`config.mk`:
```
export PLATFORM = sky130hd
export DESIGN_NAME = reg_bus_master
export DESIGN_NICKNAME = d
export VERILOG_FILES = /design/src/rtl/reg_bus_pkg.sv /design/src/rtl/reg_bus_fifo.sv /design/src/rtl/reg_bus_master.sv
export SDC_FILE = /design/constraint.sdc
export NUM_CORES = 1
export LEC_CHECK = 0
export CORE_AREA = 2 2 84 127
export DETAILED_ROUTE_END_ITERATION = 12
export DIE_AREA = 0 0 86 129
export GPL_TIMING_DRIVEN = 1
export PLACE_DENSITY = 0.83
export SETUP_SLACK_MARGIN = 0.2
export SYNTH_ARGS = -nofsm -noshare
export SYNTH_HDL_FRONTEND = slang
export SYNTH_SLANG_ARGS = --single-unit
```
`constraint.sdc`:
```
create_clock -name clk -period 4.5 [get_ports clk]
set_input_delay 0.9 -clock clk [delete_from_list [all_inputs] [get_ports clk]]
set_output_delay 0.9 -clock clk [all_outputs]
set_load 0.01 [all_outputs]
```
`src/rtl/reg_bus_pkg.sv`:
```
// Shared types for the register-bus master: FSM state and queued request.
// Package-level widths are the defaults for the standard 8/16 register map.
package reg_bus_pkg;

  localparam int REG_ADDR_W = 8;
  localparam int REG_DATA_W = 16;

  typedef enum logic {
    ISSUE   = 1'b0,
    RD_WAIT = 1'b1
  } bus_state_e;

  typedef struct packed {
    logic                  wr;
    logic [REG_ADDR_W-1:0] addr;
    logic [REG_DATA_W-1:0] wdata;
  } reg_req_t;

endpackage

```
`src/rtl/reg_bus_fifo.sv`:
```
// Request FIFO with first-word-fall-through head.
// Ports: push/din in, pop in, head out, empty out, count out.
module reg_bus_fifo
  import reg_bus_pkg::*;
#(
  parameter int  DEPTH = 4,
  parameter type T     = reg_req_t
) (
  input  logic                       clk,
  input  logic                       rstn,
  input  logic                       push,
  input  T                           din,
  input  logic                       pop,
  output T                           head,
  output logic                       empty,
  output logic [$clog2(DEPTH+1)-1:0] count
);

  localparam int PW = $clog2(DEPTH);
  localparam int CW = $clog2(DEPTH+1);

  T                mem_q [DEPTH];
  logic [PW-1:0]   wptr_q, wptr_d;
  logic [PW-1:0]   rptr_q, rptr_d;
  logic [CW-1:0]   cnt_q, cnt_d;
  logic            full;
  logic            do_push, do_pop;

  assign full  = (cnt_q == CW'(DEPTH));
  assign empty = (cnt_q == '0);
  assign count = cnt_q;
  assign head  = mem_q[rptr_q];

  // DEPTH is a power of two, so pointers wrap naturally.
  always_comb begin
    do_push = push && !full;
    do_pop  = pop && !empty;
    wptr_d  = wptr_q + PW'(do_push);
    rptr_d  = rptr_q + PW'(do_pop);
    cnt_d   = cnt_q + CW'(do_push) - CW'(do_pop);
  end

  always_ff @(posedge clk) begin
    if (!rstn) begin
      wptr_q <= '0;
      rptr_q <= '0;
      cnt_q  <= '0;
    end else begin
      wptr_q <= wptr_d;
      rptr_q <= rptr_d;
      cnt_q  <= cnt_d;
    end
  end

  always_ff @(posedge clk) begin
    if (do_push) mem_q[wptr_q] <= din;
  end

endmodule

```
`src/rtl/reg_bus_master.sv`:
```
// Register-bus master: queues requests, issues them in order, returns reads.
// Ports: req_* in (valid/ready), rsp_* out (valid/ready), bus_* to slave, busy.
module reg_bus_master
  import reg_bus_pkg::*;
#(
  parameter int ADDR_WIDTH = 8,
  parameter int DATA_WIDTH = 16,
  parameter int FIFO_DEPTH = 4
) (
  input  logic                  clk,
  input  logic                  rstn,
  input  logic                  req_valid,
  output logic                  req_ready,
  input  logic                  req_wr,
  input  logic [ADDR_WIDTH-1:0] req_addr,
  input  logic [DATA_WIDTH-1:0] req_wdata,
  output logic                  rsp_valid,
  input  logic                  rsp_ready,
  output logic [ADDR_WIDTH-1:0] rsp_addr,
  output logic [DATA_WIDTH-1:0] rsp_rdata,
  output logic                  bus_sel,
  output logic                  bus_wr,
  output logic [ADDR_WIDTH-1:0] bus_addr,
  output logic [DATA_WIDTH-1:0] bus_wdata,
  input  logic [DATA_WIDTH-1:0] bus_rdata,
  input  logic                  bus_ready,
  output logic                  busy
);

  localparam int CW = $clog2(FIFO_DEPTH+1);

  typedef struct packed {
    logic                  wr;
    logic [ADDR_WIDTH-1:0] addr;
    logic [DATA_WIDTH-1:0] wdata;
  } req_t;

  req_t            push_req;
  req_t            head;
  logic            fifo_empty;
  logic            fifo_pop;
  logic [CW-1:0]   fifo_count;

  bus_state_e            state_q, state_d;
  logic [ADDR_WIDTH-1:0] rd_addr_q, rd_addr_d;
  logic                  rsp_valid_q, rsp_valid_d;
  logic [ADDR_WIDTH-1:0] rsp_addr_q, rsp_addr_d;
  logic [DATA_WIDTH-1:0] rsp_rdata_q, rsp_rdata_d;

  assign push_req  = '{wr: req_wr, addr: req_addr, wdata: req_wdata};
  assign req_ready = (fifo_count != CW'(FIFO_DEPTH));

  reg_bus_fifo #(
    .DEPTH (FIFO_DEPTH),
    .T     (req_t)
  ) u_fifo (
    .clk   (clk),
    .rstn  (rstn),
    .push  (req_valid && req_ready),
    .din   (push_req),
    .pop   (fifo_pop),
    .head  (head),
    .empty (fifo_empty),
    .count (fifo_count)
  );

  always_comb begin
    bus_sel     = 1'b0;
    bus_wr      = 1'b0;
    bus_addr    = '0;
    bus_wdata   = '0;
    fifo_pop    = 1'b0;
    state_d     = state_q;
    rd_addr_d   = rd_addr_q;
    rsp_valid_d = rsp_valid_q;
    rsp_addr_d  = rsp_addr_q;
    rsp_rdata_d = rsp_rdata_q;

    if (rsp_valid_q && rsp_ready) rsp_valid_d = 1'b0;

    unique case (state_q)
      ISSUE: begin
        // A read waits for a free response slot; writes never do.
        bus_sel = !fifo_empty && (head.wr || !rsp_valid_q);
        if (bus_sel) begin
          bus_wr    = head.wr;
          bus_addr  = head.addr;
          bus_wdata = head.wdata;
        end
        if (bus_sel && bus_ready) begin
          fifo_pop = 1'b1;
          if (!head.wr) begin
            rd_addr_d = head.addr;
            state_d   = RD_WAIT;
          end
        end
      end
      RD_WAIT: begin
        // Keep sel high so the slave re-raises ready next cycle.
        bus_sel     = 1'b1;
        bus_addr    = rd_addr_q;
        rsp_valid_d = 1'b1;
        rsp_addr_d  = rd_addr_q;
        rsp_rdata_d = bus_rdata;
        state_d     = ISSUE;
      end
      default: state_d = ISSUE;
    endcase
  end

  always_ff @(posedge clk) begin
    if (!rstn) begin
      state_q     <= ISSUE;
      rd_addr_q   <= '0;
      rsp_valid_q <= 1'b0;
      rsp_addr_q  <= '0;
      rsp_rdata_q <= '0;
    end else begin
      state_q     <= state_d;
      rd_addr_q   <= rd_addr_d;
      rsp_valid_q <= rsp_valid_d;
      rsp_addr_q  <= rsp_addr_d;
      rsp_rdata_q <= rsp_rdata_d;
    end
  end

  assign rsp_valid = rsp_valid_q;
  assign rsp_addr  = rsp_addr_q;
  assign rsp_rdata = rsp_rdata_q;
  assign busy      = !fifo_empty || (state_q != ISSUE);

endmodule

```
==> impl_metrics.toml <==
[outcome]
run_status = "completed"

[cts]
cts_sinks = 141
postCtsSetupBuffers = 0
cts_tree = "done"
htree_levels = 4
clkSlewWorstSetupHoldPaths_ns = 0.05
clk-insertion-delay-late_ns = 0.40
hold_buffers = 0
numCtsBuffers = 17
cts_root_buffer = "clkbuf_16"
clockBufferDepth = 2
cts_resized = 0

[placed_design]
port_buffers = 98
hpwl_mm = 6.53
placed_cell_area_um2 = 6620
gp_congestion = 0.682

[finish]
syn_to_final_growth_pct = 30.9
final_cell_mix = "edfxtp_1 (100), clkdlybuf4s50_1 (98), dfxtp_1 (39), mux2i_1 (26)"
fill_cells = 635
multi_input_area_um2 = 1600
final_area_um2 = 7200
drive_above_1_share_pct = 15.8
utilization_pct = 72.2
antenna_cells = 0
register_area_um2 = 3830
mostFrequentLayoutCell = "edfxtp_1"
nets = 486

[timing]
tightestPinTransition_ns = 0.914
fin_tns_setup_ns = 0
whs_ns = 0.472
period_share_pct = 81.6
final-setup-viol-count = 0
drv_slew = 0
fin_crit_ns = 3.67
slew-limit-headroom_pct = 38.7
skew_ns = 0.00669
hold_viol_final = 0
rsz0062_at_grt = "no"
clock.fmax_ghz = 0.272

[route]
firstDrtPassIters = 4
antenna_left = 0
wl_met1_mm = 3.84
dr_wl_met2_mm = 5.61
drt-initial-drc-count = 141
vias_per_cell = 5.48
dr_total_vias = 3102
wl_per_cell_um = 18.1
drc = 0
wirelength_mm = 10.3
met3WireLength_um = 676
topRoutingLayerUsed = "met4"

[floorplanning]
die_w_um = 86
die_area_um2 = 11100
rows = 45
die_h_um = 129
start_util_pct = 55.2
num_io_pins = 99
core_area_um2 = 9970

[synthesis]
yosysUniqueCellTypes = 30
synth_top_flop_cell = "edfxtp_1"
syn-num-nets = 379
synthMuxAreaShare_pct = 15.4
synth-simple-area-share_pct = 9.37
syn_area_um2 = 5500
ys_ff_latch = 141
ys_top_cells_by_area = "edfxtp_1 (55%), dfxtp_1 (15%), mux4_2 (10%), mux2i_1 (4.7%), nor2b_1 (2.8%)"
yosysTopAreaCell = "edfxtp_1"
post_synth_inst_count = 330
synth_seq_area_share_pct = 69.5
synthAdderAreaFrac_pct = 0.819
synth_top_family_by_area = "multiplexers"
synth_edf_count = 100
yosysWarnings = 0
syn_area_per_cell_um2 = 16.7
synth_xor_area_share_pct = 0.637
async_flop_share_pct = 0
synth_top_area_share_pct = 54.6
synth_compound_area_share_pct = 2.46

[critical_path]
worstSetupStartpointType = "register"
worstSetupEndpointType = "primary output"
worstPathArrival_ns = 2.77
crit_fanout = 29
r2r_cells = 11
crit_type = "register to primary output"
cp.required_ns = 3.60

[hold_path]
hp-class = "register to register"
whs_path_depth = 2

[run]
cap_violations = 0

[global_routing]
grt_pass1_wl_mm = 16.1
grt_overflow_total = 0
antenna_found_initial = 0
first_global_vias = 3275
track_usage_pct = 19.6
grt_max_degree = 52

[pwr]
netSwitchingFraction_pct = 26.3
combPwrFrac_pct = 28.5
powerDensity_nw_per_um2 = 575
total_power_w = 0.00414
intPower_w = 0.00305
p_leak_nw = 2.39
clockPowerShare_pct = 32.6
ir_drop_mv = 0.335
p_seq_share_pct = 38.9
p_switching_w = 0.00109
-- registers in the layout (all words and copies together), names as in the netlist --
signal,count
u_fifo.mem_q,100
rsp_rdata,16
rd_addr_q,8
rsp_addr,8
u_fifo.count,3
u_fifo.rptr_q,2
u_fifo.wptr_q,2
rsp_valid,1
state_q,1
-- kinds of logic (layout without fill, tap and decap cells) --
logic type | count (synthesis) | after routing
flip-flops | 141 | 141
adder cells (fa/ha/maj) | 3 | 3
multiplexers | 53 | 53
AND/OR/NAND/NOR | 89 | 89
buffers and inverters | 21 | 140
XOR/XNOR | 4 | 4
AO/OA/AOI/OAI | 19 | 19
-- final timing paths --
path | start | end | slack [ns]
min reg2reg | rd_addr_q[6] | rd_addr_q[6] | 0.47
max reg2reg | u_fifo.rptr_q[0] | u_fifo.count[2] | 1.90
min | rd_addr_q[6] | rd_addr_q[6] | 0.47
max | u_fifo.rptr_q[0] | bus_wdata[4] | 0.83
-- per-stage QoR --
stage / setup slack, ns / instances
after floorplan: 1.18 / 330
after global placement: 1.26 / 535
after detailed placement: 1.22 / 535
after CTS: 0.749 / 566
after global routing: 0.588 / 566
final: 0.829 / 566
-- layer usage --
metal | up-vias | GRT usage (%)
li1 | 1465 | -
met1 | 1520 | 20.9
met2 | 107 | 35.6
met3 | 10 | 5.45
met4 | 0 | 8.87
met5 | - | 0
-- Yosys cell counts (3+ instances only) --
| cell | number |
|---|---|
| nand3_1 | 9 |
| and2_1 | 21 |
| nand2_1 | 15 |
| mux4_2 | 25 |
| buf_2 | 6 |
| nor2_1 | 4 |
| nand2b_1 | 5 |
| nor3_1 | 3 |
| inv_1 | 3 |
| clkbuf_1 | 9 |
| dfxtp_1 | 41 |
| nor2b_1 | 25 |
| edfxtp_1 | 100 |
| o21ai_0 | 9 |
| a22o_1 | 8 |
| mux2i_1 | 26 |
-- cell type report --
type / count / area share, %
inverter: 3 / 0.156
clock inverter: 13 / 2.09
tap: 117 / 2.03
timing repair buffer: 106 / 14.5
clock buffer: 18 / 5.96
multi-input combinational: 168 / 22.2
sequential: 141 / 53.1
-- critical path, cell delays in order (launching register included) --
cell and delay, ns:
dfxtp_2 0.31, buf_4 0.28, nand2_1 0.19, o22ai_2 0.12, nor3_4 0.65, and2_1 0.25
clkdlybuf4s50_1 0.56
-- power groups by stage --
| stage | clock, W | combinational (W) | sequential, W |
|---|---|---|---|
| global placement | 0 | 0.00117 | 0.00163 |
| CTS | 0.00137 | 0.00120 | 0.00161 |
| floorplan | 0 | 0.000681 | 0.00163 |
| global route | 0.00143 | 0.00127 | 0.00162 |
| finish | 0.00135 | 0.00118 | 0.00161 |
| detailed placement | 0 | 0.00119 | 0.00164 |
Note: power is estimated with default switching activity, not from simulation.
